$ cat config.mk
export PLATFORM = sky130hd
export DESIGN_NAME = tea_core_arbiter
export DESIGN_NICKNAME = d
export VERILOG_FILES = /design/src/rtl/tea_core_arbiter.sv
export SDC_FILE = /design/constraint.sdc
export NUM_CORES = 1
export LEC_CHECK = 0
export CELL_PAD_IN_SITES_DETAIL_PLACEMENT = 0
export CELL_PAD_IN_SITES_GLOBAL_PLACEMENT = 1
export CORE_AREA = 2 2 306 308
export DETAILED_ROUTE_END_ITERATION = 10
export DIE_AREA = 0 0 308 310
export DONT_BUFFER_PORTS = 1
export GPL_ROUTABILITY_DRIVEN = 1
export GPL_TIMING_DRIVEN = 0
export PLACE_DENSITY_LB_ADDON = 0.05
export SYNTH_ARGS = -nofsm -noshare
export SYNTH_HDL_FRONTEND = slang
export SYNTH_SLANG_ARGS = --single-unit
$ cat constraint.sdc
create_clock -name clk -period 6.4 [get_ports clk]
set_input_delay 1.28 -clock clk [delete_from_list [all_inputs] [get_ports clk]]
set_output_delay 1.28 -clock clk [all_outputs]
set_load 0.02 [all_outputs]
$ cat src/rtl/tea_core_arbiter.sv
// Round-robin front end that shares one TEA cipher core between two requesters.
// One operation in flight; the core is started with a pulse and guarded by a watchdog.
module tea_core_arbiter #(
    parameter int WORD_SIZE   = 32,
    parameter int MAX_LATENCY = 40,
    parameter int CNT_WIDTH   = 6
) (
    input  logic                   clk,
    input  logic                   rst,

    input  logic                   iReq0Valid,
    output logic                   oReq0Ready,
    input  logic [2*WORD_SIZE-1:0] iReq0V,
    input  logic [4*WORD_SIZE-1:0] iReq0Key,
    output logic                   oRsp0Valid,
    input  logic                   iRsp0Ready,
    output logic [2*WORD_SIZE-1:0] oRsp0C,
    output logic                   oRsp0Err,

    input  logic                   iReq1Valid,
    output logic                   oReq1Ready,
    input  logic [2*WORD_SIZE-1:0] iReq1V,
    input  logic [4*WORD_SIZE-1:0] iReq1Key,
    output logic                   oRsp1Valid,
    input  logic                   iRsp1Ready,
    output logic [2*WORD_SIZE-1:0] oRsp1C,
    output logic                   oRsp1Err,

    output logic                   oCoreStart,
    output logic [2*WORD_SIZE-1:0] oCoreV,
    output logic [4*WORD_SIZE-1:0] oCoreKey,
    input  logic [2*WORD_SIZE-1:0] iCoreC,
    input  logic                   iCoreDone
);

    typedef enum logic [1:0] {
        IDLE  = 2'd0,
        START = 2'd1,
        WAIT  = 2'd2,
        RESP  = 2'd3
    } state_t;

    localparam logic [CNT_WIDTH-1:0] TIMEOUT_CNT = CNT_WIDTH'(MAX_LATENCY - 1);

    state_t               state;
    logic                 last_grant;
    logic                 owner;
    logic [CNT_WIDTH-1:0] wd_cnt;

    logic grant_sel;
    logic accept;
    logic done_seen;
    logic owner_rsp_ready;

    // NOTE: every signal driven here gets a value on every path, so no latch is inferred.
    always_comb begin
        grant_sel       = iReq1Valid & (~iReq0Valid | ~last_grant);
        oReq0Ready      = (state == IDLE) & iReq0Valid & ~grant_sel;
        oReq1Ready      = (state == IDLE) & iReq1Valid & grant_sel;
        accept          = oReq0Ready | oReq1Ready;
        // A count of zero means first WAIT cycle: done may still be the previous op's.
        done_seen       = iCoreDone & (wd_cnt != '0);
        owner_rsp_ready = owner ? iRsp1Ready : iRsp0Ready;
    end

    // NOTE: sequential state uses non-blocking assignments so all registers update together.
    always_ff @(posedge clk or negedge rst) begin
        if (!rst) begin
            state      <= IDLE;
            last_grant <= 1'b1;
            owner      <= 1'b0;
            wd_cnt     <= '0;
            oCoreStart <= 1'b0;
            oCoreV     <= '0;
            oCoreKey   <= '0;
            oRsp0Valid <= 1'b0;
            oRsp0C     <= '0;
            oRsp0Err   <= 1'b0;
            oRsp1Valid <= 1'b0;
            oRsp1C     <= '0;
            oRsp1Err   <= 1'b0;
        end else begin
            case (state)
                IDLE: begin
                    if (accept) begin
                        oCoreV     <= grant_sel ? iReq1V : iReq0V;
                        oCoreKey   <= grant_sel ? iReq1Key : iReq0Key;
                        owner      <= grant_sel;
                        last_grant <= grant_sel;
                        oCoreStart <= 1'b1;
                        state      <= START;
                    end
                end
                START: begin
                    oCoreStart <= 1'b0;
                    wd_cnt     <= '0;
                    state      <= WAIT;
                end
                WAIT: begin
                    wd_cnt <= wd_cnt + 1'b1;
                    if (done_seen) begin
                        if (owner) begin
                            oRsp1C     <= iCoreC;
                            oRsp1Err   <= 1'b0;
                            oRsp1Valid <= 1'b1;
                        end else begin
                            oRsp0C     <= iCoreC;
                            oRsp0Err   <= 1'b0;
                            oRsp0Valid <= 1'b1;
                        end
                        state <= RESP;
                    end else if (wd_cnt == TIMEOUT_CNT) begin
                        if (owner) begin
                            oRsp1C     <= '0;
                            oRsp1Err   <= 1'b1;
                            oRsp1Valid <= 1'b1;
                        end else begin
                            oRsp0C     <= '0;
                            oRsp0Err   <= 1'b1;
                            oRsp0Valid <= 1'b1;
                        end
                        state <= RESP;
                    end
                end
                RESP: begin
                    // Response registers return to zero so idle ports never show stale data.
                    if (owner_rsp_ready) begin
                        oRsp0Valid <= 1'b0;
                        oRsp0C     <= '0;
                        oRsp0Err   <= 1'b0;
                        oRsp1Valid <= 1'b0;
                        oRsp1C     <= '0;
                        oRsp1Err   <= 1'b0;
                        state      <= IDLE;
                    end
                end
                default: state <= IDLE;
            endcase
        end
    end

endmodule

==> results.json <==
{
  "ys_warn_count": 0,
  "drt_iter0_markers": 470,
  "ctsHoldBuffers": 0,
  "postPlaceCellArea_um2": 15800,
  "hold_violations": 0,
  "root_buffer": "clkbuf_16",
  "cp_top_family": "buffers and inverters",
  "p_leak_nw": 7.74,
  "relSlewSlack": -0.661,
  "finalWirelength_mm": 68.7,
  "place_hpwl_mm": 52.7,
  "synth_seq_cells": 335,
  "timing.final.crit_share": 0.696,
  "synth_cell_type_count": 46,
  "layout_commonest_cell": "dfrtp_1",
  "multi_input_area_um2": 5350,
  "status": "finished, violations left",
  "final-seq-area_um2": 8380,
  "globalplace.congestion": 0.774,
  "timing.setup.tns_ps": 0,
  "synth_area_um2": 14200,
  "fin_util": 0.187,
  "die_h_um": 310,
  "detail_route.drc_violations": 0,
  "skew_ps": 22.3,
  "fp.dieW_um": 308,
  "drt_first_pass_iters": 4,
  "dp_cells": 2421,
  "startpoint_type": "primary input",
  "grt_usage": 0.138,
  "cp.required_ps": 5120,
  "synth_seq_area_share": 0.589,
  "avgViaCountPerCell": 3.97,
  "cts_setup_buffers": 0,
  "tritoncts": "done",
  "max_stage_delay_ps": 800,
  "numCtsBuffers": 47,
  "final_cell_mix": "dfrtp_1, o21ai_0, nand2_1",
  "io_buffers": 0,
  "finalSetupViolCount": 0,
  "core-area_um2": 92500,
  "cts_max_level": 2,
  "synth_nets": 1685,
  "die_area_um2": 95500,
  "synth-edff-count": 0,
  "ioPinCount": 782,
  "crit_arrival_ps": 3180,
  "synthCells": 1223,
  "worstSetupEndpointType": "primary output",
  "num_vias": 9974,
  "min_period_ps": 4460,
  "hp-class": "in2async",
  "grt_max_degree": 336,
  "crit_path_cell_trace": "a21boi_0, clkbuf_1, buf_1, buf_2, nor2_1",
  "synth-async-reset-ratio": 1.00,
  "max_freq_mhz": 224,
  "ys.flop_type": "dfrtp_1",
  "antenna_found_initial": 11,
  "worst_slew_pin_slew_ps": 2490,
  "path_buf_inv": 3,
  "fin_cells": 2515,
  "first_global_vias": 10800,
  "route.detailed.wl_per_inst_um": 27.3,
  "violations": "slew limit",
  "drive_gt1_frac": 0.0955,
  "fin_area_um2": 17300,
  "grt_pass1_wl_mm": 92.5,
  "clkLatencyLatePin_ps": 610,
  "clockBufferDepth": 3,
  "std_cell_rows": 112,
  "rsz0062_at_grt": "false",
  "slew_viol_final": 223,
  "drv_cap": 0,
  "cpMaxStageDelayCell": "buf_1",
  "critical_path_class": "in2out",
  "ant_nets": 0,
  "cts_sinks": 335,
  "worst_ir_drop_vdd_mv": 0.162,
  "nets": 1735,
  "crit_fanout": 10,
  "pwr_density_cell_nw_per_um2": 573,
  "grt_overflow_total": 0,
  "start_util": 0.154,
  "fill_cells": 10100,
  "area_delta_synth_final_pct": 21.7,
  "clk_pin_slew_worst_paths_ps": 50,
  "postSynthAreaPerCell_um2": 11.6,
  "cts_resized": 0
}
per-stage QoR:
stage               hold WS [ps]  power [mW]  worst slack, ps
floorplan                    492        6.12             2770
global placement             507        7.47             1840
detailed placement           505        7.46             1680
CTS                          313        10.2             1670
global route                 323        10.6             1750
finish                       389        9.92             1940
synthesized netlist by cell type (2+ instances only):
| library cell | instances | area share |
|---|---|---|
| nor2_1 | 9 | 0.0024 |
| nor2b_1 | 2 | 0.00088 |
| ha_1 | 7 | 0.0062 |
| mux2i_1 | 192 | 0.13 |
| dfrtp_1 | 334 | 0.59 |
| o21ai_4 | 2 | 0.0023 |
| buf_2 | 22 | 0.0077 |
| o22ai_1 | 3 | 0.0013 |
| nand3b_1 | 2 | 0.0011 |
| o21ai_0 | 200 | 0.070 |
| nand3_1 | 5 | 0.0018 |
| a21o_1 | 2 | 0.0011 |
| buf_1 | 13 | 0.0034 |
| nor3_1 | 4 | 0.0014 |
| mux2_2 | 3 | 0.0024 |
| nand2_1 | 197 | 0.052 |
| a22o_2 | 4 | 0.0028 |
| a2111oi_0 | 2 | 0.0012 |
| inv_1 | 11 | 0.0029 |
| a21oi_1 | 7 | 0.0025 |
| a22o_1 | 124 | 0.076 |
| buf_6 | 12 | 0.0095 |
| clkbuf_1 | 43 | 0.011 |
state kept, by name (all words and copies together) (netlist names):
register and flops:
last_grant 1, oCoreKey 128, oCoreStart 1, oCoreV 64, oRsp0C 64, oRsp0Err 1
oRsp0Valid 1, oRsp1C 64, oRsp1Err 1, oRsp1Valid 1, owner 1, state 2
wd_cnt 6
logic make-up (layout without fill, tap and decap cells):
family | count (synthesis) | after routing | synth area share
adders and majority gates | 7 | 7 | 0.00615
and+or+nand+nor | 229 | 229 | 0.0665
AOI/OAI and AO/OA | 354 | 354 | 0.165
muxes | 195 | 195 | 0.137
xor gates and xnor gates | 1 | 1 | 0.000615
other | 0 | 9 | 0
DFF | 335 | 335 | 0.589
buffers and inverters | 102 | 188 | 0.0358
layout make-up:
type / instances / area share
Clock inverter: 10 / 0.00787
Timing Repair Buffer: 1 / 0.000650
Multi-Input combinational cell: 786 / 0.309
Inverter: 11 / 0.00238
Buffer: 91 / 0.0271
Sequential cell: 335 / 0.484
Clock buffer: 75 / 0.0814
Antenna cell: 9 / 0.00130
Tap cell: 1197 / 0.0864
where the power goes:
group / internal, mW / switching (mW)
Clock: 1.62 / 1.05
Sequential: 3.00 / 2.04
Combinational: 0.819 / 1.39
worst paths after layout:
check                                       startpoint  depth (start not counted)                       end  slack, ps
worst min register to register  last_grant$_DFFE_PN1P_                          1    last_grant$_DFFE_PN1P_        520
worst min-delay path                               rst                          0     oRsp1C[0]$_DFFE_PN0P_        390
worst max register to register    state[0]$_DFFE_PN0P_                          8     oCoreV[7]$_DFFE_PN0P_       3000
max in group asynchronous                          rst                          0  oCoreKey[16]$_DFFE_PN0P_       4050
worst max-delay path                        iReq1Valid                          5                oReq0Ready       1940
min in group clk                last_grant$_DFFE_PN1P_                          1    last_grant$_DFFE_PN1P_        520
per-layer routing:
metal,vias to the layer above,GRT usage,part of all wire
li1,4482,-,-
met1,4922,0.145,0.35
met2,476,0.245,0.52
met3,92,0.0578,0.10
met4,2,0.0524,0.029
met5,-,0,0.00019
(Power assumes the default switching activity.)
